### src/rtl/lab4_net_bus_credit_sched_if.sv
// ---------------------------------------------------------------------------
// Module : lab4_net_bus_credit_sched_if
// Brief  : Queue/bus/credit signal bundle between input queues, scheduler
//          and outports of the lab4_net bus network.
// Rev    : 1.0  initial release
// ---------------------------------------------------------------------------
`default_nettype none

interface lab4_net_bus_credit_sched_if;
  logic [3:0]      inq_val;
  logic [3:0][1:0] inq_dest;
  logic [3:0]      inq_rdy;
  logic [1:0]      bus_sel;
  logic            bus_en;
  logic [3:0]      out_val;
  logic [3:0]      credit_ret;
  logic            credit_err;

  modport master (
    output inq_val, inq_dest, credit_ret,
    input  inq_rdy, bus_sel, bus_en, out_val, credit_err
  );

  modport slave (
    input  inq_val, inq_dest, credit_ret,
    output inq_rdy, bus_sel, bus_en, out_val, credit_err
  );
endinterface

`default_nettype wire

### src/rtl/lab4_net_bus_credit_sched.sv
// ---------------------------------------------------------------------------
// Module : lab4_net_bus_credit_sched
// Brief  : Round-robin bus arbiter with per-outport credit counters; grants
//          never look at downstream ready, only at locally held credits.
// Rev    : 1.0  initial release
// ---------------------------------------------------------------------------
`default_nettype none

module lab4_net_bus_credit_sched #(
  parameter int C_NPORTS  = 4,
  parameter int C_CREDITS = 2
) (
  input logic                           clk,
  input logic                           rst_n,
  lab4_net_bus_credit_sched_if.slave    bus
);

  localparam logic [2:0] C_CRED_MAX = 3'(C_CREDITS);

  logic [3:0][2:0] credit_q, credit_d;
  logic [1:0]      ptr_q, ptr_d;
  logic [3:0]      out_val_q, out_val_d;
  logic            err_q, err_d;

  logic [3:0]      elig;
  logic            grant;
  logic [1:0]      gsel;
  logic [1:0]      gdest;
  logic [3:0]      ovf;

  always_comb begin
    elig = '0;
    for (int i = 0; i < C_NPORTS; i++) begin
      elig[i] = bus.inq_val[i] && (credit_q[bus.inq_dest[i]] != 3'd0);
    end
  end

  // Scan from lowest priority upward so the entry nearest ptr wins last.
  always_comb begin
    grant = 1'b0;
    gsel  = 2'd0;
    for (int k = C_NPORTS - 1; k >= 0; k--) begin
      if (elig[ptr_q + 2'(k)]) begin
        grant = 1'b1;
        gsel  = ptr_q + 2'(k);
      end
    end
  end

  assign gdest = bus.inq_dest[gsel];

  assign bus.inq_rdy    = (grant && rst_n) ? (4'b0001 << gsel) : 4'b0000;
  assign bus.bus_en     = grant && rst_n;
  assign bus.bus_sel    = grant ? gsel : 2'd0;
  assign bus.out_val    = out_val_q;
  assign bus.credit_err = err_q;

  for (genvar p = 0; p < C_NPORTS; p++) begin : g_credit
    logic dec, inc;
    assign dec = grant && (gdest == 2'(p));
    assign inc = bus.credit_ret[p];
    // A return on a full counter with no offsetting grant is an overflow.
    assign ovf[p] = inc && !dec && (credit_q[p] == C_CRED_MAX);
    assign credit_d[p] = (dec && !inc)           ? credit_q[p] - 3'd1 :
                         (inc && !dec && !ovf[p]) ? credit_q[p] + 3'd1 :
                                                    credit_q[p];
  end

  assign ptr_d     = grant ? gsel + 2'd1 : ptr_q;
  assign out_val_d = grant ? (4'b0001 << gdest) : 4'b0000;
  assign err_d     = err_q | (|ovf);

  always_ff @(posedge clk or negedge rst_n) begin
    if (!rst_n) begin
      credit_q  <= {4{C_CRED_MAX}};
      ptr_q     <= 2'd0;
      out_val_q <= 4'b0000;
      err_q     <= 1'b0;
    end else begin
      credit_q  <= credit_d;
      ptr_q     <= ptr_d;
      out_val_q <= out_val_d;
      err_q     <= err_d;
    end
  end

endmodule

`default_nettype wire

### src/flat_wrapper.sv
// flat-port wrapper written by rule: the top's interface ports become plain ports
module lab4_net_bus_credit_sched_flat 
#(
  parameter int C_NPORTS  = 4,
  parameter int C_CREDITS = 2
)
  (clk, rst_n, bus_inq_val, bus_inq_dest, bus_credit_ret, bus_inq_rdy, bus_bus_sel, bus_bus_en, bus_out_val, bus_credit_err);
  lab4_net_bus_credit_sched_if bus_i ();
  input logic clk;
  input logic rst_n;
  input wire logic [$bits(bus_i.inq_val)-1:0] bus_inq_val;
  input wire logic [$bits(bus_i.inq_dest)-1:0] bus_inq_dest;
  input wire logic [$bits(bus_i.credit_ret)-1:0] bus_credit_ret;
  output wire logic [$bits(bus_i.inq_rdy)-1:0] bus_inq_rdy;
  output wire logic [$bits(bus_i.bus_sel)-1:0] bus_bus_sel;
  output wire logic [$bits(bus_i.bus_en)-1:0] bus_bus_en;
  output wire logic [$bits(bus_i.out_val)-1:0] bus_out_val;
  output wire logic [$bits(bus_i.credit_err)-1:0] bus_credit_err;
  assign bus_i.inq_val = bus_inq_val;
  assign bus_i.inq_dest = bus_inq_dest;
  assign bus_i.credit_ret = bus_credit_ret;
  assign bus_inq_rdy = bus_i.inq_rdy;
  assign bus_bus_sel = bus_i.bus_sel;
  assign bus_bus_en = bus_i.bus_en;
  assign bus_out_val = bus_i.out_val;
  assign bus_credit_err = bus_i.credit_err;
  lab4_net_bus_credit_sched #(.C_NPORTS(C_NPORTS), .C_CREDITS(C_CREDITS)) u_core (.clk(clk), .rst_n(rst_n), .bus(bus_i));
endmodule
### config.mk
export PLATFORM = sky130hd
export DESIGN_NAME = lab4_net_bus_credit_sched_flat
export DESIGN_NICKNAME = d
export VERILOG_FILES = /design/src/rtl/lab4_net_bus_credit_sched_if.sv /design/src/rtl/lab4_net_bus_credit_sched.sv /design/src/flat_wrapper.sv
export SDC_FILE = /design/constraint.sdc
export NUM_CORES = 1
export LEC_CHECK = 0
export CAP_MARGIN = 20
export CORE_MARGIN = 5
export CORE_UTILIZATION = 59
export DETAILED_ROUTE_END_ITERATION = 10
export HOLD_SLACK_MARGIN = 0.02
export PLACE_DENSITY = 0.95
export SYNTH_ARGS = -nofsm -noshare
export SYNTH_HDL_FRONTEND = slang
export SYNTH_SLANG_ARGS = --single-unit
### constraint.sdc
create_clock -name clk -period 7.7 [get_ports clk]
set_input_delay 1.54 -clock clk [delete_from_list [all_inputs] [get_ports clk]]
set_output_delay 1.54 -clock clk [all_outputs]
set_load 0.05 [all_outputs]
# Word-level counts from Yosys, hierarchy flattened
# Cells that the tools add are included.
# totals
register_bits	19
inputBits	18
out_inout_bits	12
word_cells	122
# classes
n_addsub	12
magnitude_cmp	9
n_eq_ne	7
shifts	2
mux	37
n_bitwise	1
n_reduce_logical	47
# ops
cell	n
2-to-1 mux 3 bit	12
less-than comparator 2 x 3 -> 1 bit, second input constant	9
logical AND 1 bit	25
binary-select mux 3 bit (select 2 bit)	4
adder 3 x 1 -> 3 bit, second input constant	4
== test 3 x 2 -> 1 bit, second input constant	4
zero test 1 bit	12
2-to-1 mux 2 bit	6
nonzero test 3 bit	4
subtractor 3 x 1 -> 3 bit, second input constant	4
binary-select mux 1 bit (select 2 bit)	4
2-to-1 mux 1 bit	8
2-to-1 mux 4 bit	2
nonzero test 2 bit	4
<< shifter 1 x 2 -> 4 bit, first input constant	2
adder 2 x 1 -> 2 bit, second input constant	2
adder 2 bit, second input constant	2
binary-select mux 2 bit (select 2 bit)	1
== test 2 bit, second input constant	2
OR reduction 4 bit	1
== test 2 x 1 -> 1 bit, second input constant	1
zero test 2 bit	1
OR 1 bit	1

# Longest topological paths before layout
# depth
word_depth	21
depth_mapped	17
depth_no_buf	15

# Least setup slack after synthesis
# Ideal clock, no wire load.
# synth_timing
path_type	input port to output port
startpoint	in bus_inq_dest[0]
endpoint	out bus_inq_rdy[2]
t_arrival_ns	3.824
required_ns	6.160
path_slack_ns	2.336
cell_stages	8
path_buffers	0
path_cell_list	o41ai_4 o32ai_2 o31ai_4 a21boi_2 nor4_4 inv_2 ha_1 and3_1
# synth_between
elab_chain_len	12
word_cells_on_any_way	23
cone_classes	1 x shift; 19 x mux; 3 x reduce/logical
# synth_lines
item	line	text
start: declaration	flat_wrapper.sv:12	input wire logic [$bits(bus_i.inq_dest)-1:0] bus_inq_dest;
binary-select mux 3 bit (select 2 bit) (*)	lab4_net_bus_credit_sched.sv:34	elig[i] = bus.inq_val[i] && (credit_q[bus.inq_dest[i]] != 3'd0);
2-to-1 mux 3 bit (not written as such) (*)	lab4_net_bus_credit_sched.sv:34	
nonzero test 3 bit (*)	lab4_net_bus_credit_sched.sv:34	
logical AND 1 bit (*)	lab4_net_bus_credit_sched.sv:34	
binary-select mux 1 bit (select 2 bit)	lab4_net_bus_credit_sched.sv:43	if (elig[ptr_q + 2'(k)]) begin
2-to-1 mux 1 bit (not written as such)	lab4_net_bus_credit_sched.sv:43	
2-to-1 mux 2 bit or 2-to-1 mux 1 bit (tied branches) (4 in series)	lab4_net_bus_credit_sched.sv:43	
<< shifter 1 x 2 -> 4 bit or logical AND 1 bit (tied branches)	lab4_net_bus_credit_sched.sv:52	assign bus.inq_rdy = (grant && rst_n) ? (4'b0001 << gsel) : 4'b0000;
2-to-1 mux 4 bit (*)	lab4_net_bus_credit_sched.sv:52	
end: declaration	flat_wrapper.sv:14	output wire logic [$bits(bus_i.inq_rdy)-1:0] bus_inq_rdy;
# Every way passes the cells marked *; elsewhere a longest branch is shown, timed or not. The select of a mux whose other input is x is not followed.

# Final worst setup path
# layout_timing
startpoint	in bus_inq_dest[0]
endpoint	out bus_inq_rdy[1]
# The elaborated chain is that of the path after synthesis.

==> results by group <==
Run status
  – Status: complete, no violations

Clock network
  – CTS H-tree depth: 1
  – Skew-Pair Late Insertion Delay: around 0.30 ns
  – TritonCTS clock tree: built
  – Clock Tree Root: clkbuf_4
  – Post-cts sizing count: 0
  – Post-CTS Setup Bufs: 0
  – Total CTS buffers: 3
  – Num Clock Sinks: 19
  – CTS clk-pin slew, worst paths: between 0.1 and 0.15 ns
  – Max clock buf depth: 2
  – Cts-stage hold buffer count: 0

Worst hold path
  – Min-delay src: u_core.bus.credit_err
  – WHS Endpoint: u_core.bus.credit_err
  – Hold Path Depth: 2
  – Type of the most critical hold path: reg -> reg

Critical path
  – Crit path buf inv count: 3
  – CP arrival: a little under 5 ns
  – Worst r2r src: u_core.credit_q[9]
  – CP Max Fanout: 7
  – CP max stage cell: clkdlybuf4s50_1
  – CP endpoint kind: primary output
  – Most frequent CP cell: clkdlybuf4s50_1
  – Crit start category: primary input
  – R2R Setup Slk: ~3.3 ns
  – Crit Path Category: in -> out
  – R2R cell count: 14
  – Crit path cell chain: clkdlybuf4s50_1, nor4_1, o32ai_2, o31a_1, a221o_1, nor2_1, inv_2, ha_1, and3_1, clkdlybuf4s50_1
  – Slowest stage delay, CP: 0.72 ns
  – Cell family with most CP delay: buffers and inverters
  – Required time worst endpoint: 6.16 ns
  – FF-to-FF End: u_core.credit_q[5]
  – Worst setup path start: bus_inq_dest[0]

Timing
  – Final setup violation count: 0
  – Setup TNS: 0 ns
  – Tmin final: 6.48 ns
  – Unrepaired setup endpoints after global routing: false
  – Relative slew slack: between 40% and 50%
  – PnR worst setup slack: between 1 and 1.5 ns
  – Skew final: approximately 0.0034 ns
  – Crit share post-route: approximately 84%
  – Final hold vios: 0
  – Fmax: ~150 MHz
  – Final Max Tran Viols: 0
  – Measured slew at the worst slew-check pin: 0.773 ns

Yosys
  – Async set-reset flop share out of synthesis: 100%
  – Synthesized area per cell: slightly above 8 µm²
  – Simple-gate share of the synthesized area: between 20% and 30%
  – Synth Flop Type: dfrtp_1
  – Synthesis Warnings: 0
  – Post-synth top area share: between 10% and 20%
  – Combinational family with the most area after synthesis: compound AO/OA/AOI/OAI gates
  – Seq cells post-synth: 19
  – Post-synthesis cell count: 237
  – Multiplexer share of the synthesized area: under 10%
  – Cell taking the most area after synthesis: dfrtp_1
  – Syn_nets: roughly 260
  – Area of the mapped netlist: between 1500 and 2000 µm²
  – Top cells by area, synth: dfrtp_1, mux2i_1, dfstp_2, nand2_1, fa_1
  – Synth Area in Adders: under 10%
  – Synth cell types: 62
  – Synth Area in Compound Gates: 28.1%
  – Register area share after synthesis: roughly 25%
  – EDFF count, synth: 0
  – Post-synthesis xor/xnor area fraction: less than 1%

Die
  – Number of primary I/O pins: 30
  – Core Rows: 21
  – Die Y: 67.6 µm
  – Starting Density: approximately 60%
  – Die Footprint: ~4600 µm²
  – Die width: between 60 and 70 µm
  – Total core area: between 3000 and 4000 µm²

Detailed routing
  – DR vias/cell: roughly 6.4
  – Drc violations: 0
  – Met1 Routed Length: 1920 µm
  – Via Count: approximately 2000
  – Met3 routed WL: around 400 µm
  – Highest metal used: met4
  – DRT Pass-1 Iters: 5
  – Initial detailed-routing violation count: 156
  – WL per Instance: between 15 and 20 µm
  – Final antenna-violating net count: 0
  – Total Wirelength: between 4000 and 5000 µm
  – Met2 routed WL: ~2200 µm

Place
  – Placer Congestion: between 0.9 and 1
  – Detailed placement HPWL: roughly 3700 µm
  – Area after DPL: 2250 µm²
  – PortBufs: 29
  – Pre-CTS setup slack: ~1.3 ns

Finish
  – Layout cells sized above 1: 9.30%
  – Fin area: roughly 2300 µm²
  – Area growth from synthesis to layout: 16.2%
  – Fin nets: 285
  – ANT cells: 0

Global routing
  – GRT Total Usage: roughly 22%
  – Initial antenna violation count: 0
  – Largest net degree at the start of global routing: 25
  – Global-route wire length before repair: slightly below 8000 µm
  – Grt ovf: 0
  – Vias in the first global route: roughly 1800

Pwr
  – Pleak: approximately 0.97 nW
  – Maximum VDD drop: 0.206 mV
  – Pwr Density: 437 nW/µm²

Job
  – Max-capacitance violation count: 0
-- logic make-up after synthesis --
kind of cell	count (synthesis)
muxes	13
and+or+nand+nor	93
xor gates and xnor gates	2
DFF	19
AOI/OAI and AO/OA	68
buffers and inverters	34
adders and majority gates	8
-- cell usage after synthesis, drive strengths merged, types with 5 or more instances --
cell / count
and2: 7
nor3: 11
o21ai: 13
clkbuf: 6
and3: 5
mux2i: 11
a21oi: 9
nand3: 8
nor2: 14
a211o: 5
nand2b: 8
nand2: 22
dfrtp: 15
nor4: 6
buf: 7
inv: 21
-- placed cells by master, fill, tap and decap left out, types with 3 or more instances in the layout --
| cell | synthesis | final |
|---|---|---|
| a31oi_1 | 4 | 4 |
| a211oi_1 | 3 | 3 |
| nor2_1 | 14 | 14 |
| ha_1 | 4 | 4 |
| a21o_1 | 3 | 3 |
| clkdlybuf4s50_1 | 0 | 29 |
| inv_1 | 19 | 19 |
| dfrtp_1 | 15 | 15 |
| a21oi_1 | 9 | 9 |
| o21ai_0 | 12 | 12 |
| mux2i_1 | 11 | 11 |
| nor3_1 | 11 | 11 |
| a221oi_1 | 3 | 3 |
| nand2b_1 | 8 | 8 |
| nand4_1 | 4 | 4 |
| and2_1 | 6 | 6 |
| dfstp_2 | 4 | 4 |
| clkbuf_4 | 0 | 3 |
| nor4_1 | 5 | 5 |
| nand3_1 | 8 | 8 |
| o22ai_1 | 3 | 3 |
| a211o_1 | 5 | 5 |
| fa_1 | 4 | 4 |
| nand2_1 | 22 | 22 |
| and3_1 | 5 | 5 |
-- final cells by class --
type / instances / area (µm²)
fillers: 286 / 1010
well taps: 46 / 57.6
flip-flops and latches: 19 / 480
inverters: 21 / 78.8
repair buffers: 30 / 298
multi-input cells: 184 / 1330
clock inverters: 1 / 5.00
clock buffers: 3 / 22.5
-- metal layers --
layer	track usage, %	vias to the layer above
li1	-	914
met1	26.9	901
met2	36.9	97
met3	4.33	30
met4	11.1	0
met5	0	-
-- sequential cells by signal, summed over array words and instances, names as in the netlist --
| signal | count |
|---|---|
| u_core.bus.credit_err | 1 |
| u_core.credit_q | 12 |
| u_core.bus.out_val | 4 |
| u_core.ptr_q | 2 |
-- where the power goes --
part	total (mW)	internal, mW	switching (mW)
clock	0.0536	0.0194	0.0342
combinational	0.704	0.278	0.425
sequential	0.236	0.157	0.0794
-- metrics by stage --
stage / total power, mW / instances / hold slack, ns / utilization [%]
final: 0.994 / 304 / 0.515 / 69.2
after detailed placement: 0.935 / 300 / 0.489 / 68.4
after floorplan: 0.786 / 237 / 0.507 / -
after global routing: 1.08 / 304 / 0.542 / 69.2
after global placement: 0.904 / 300 / 0.497 / 68.4
after CTS: 0.989 / 304 / 0.522 / 69.2
-- worst reg2reg max path, delay by kind of cell, from the launching register on --
kind,cells,cell delay [ns]
AO/OA/AOI/OAI,6,1.75
adder cells (fa/ha/maj),1,0.45
buffers and inverters,1,0.16
flip-flops,1,0.46
AND/OR/NAND/NOR,6,1.51
-- how the worst max path moves through the flow --
stage          cells after the start              to  slack (ns)
6_report                          10  bus_inq_rdy[1]        1.22
5_1_grt                           10  bus_inq_rdy[1]        1.08
3_3_place_gp                      10  bus_inq_rdy[0]        1.48
3_5_place_dp                      10  bus_inq_rdy[1]        1.33
4_1_cts                           10  bus_inq_rdy[1]        1.27
2_1_floorplan                      8  bus_inq_rdy[2]        2.34
Power figures use the tool's default switching activity.
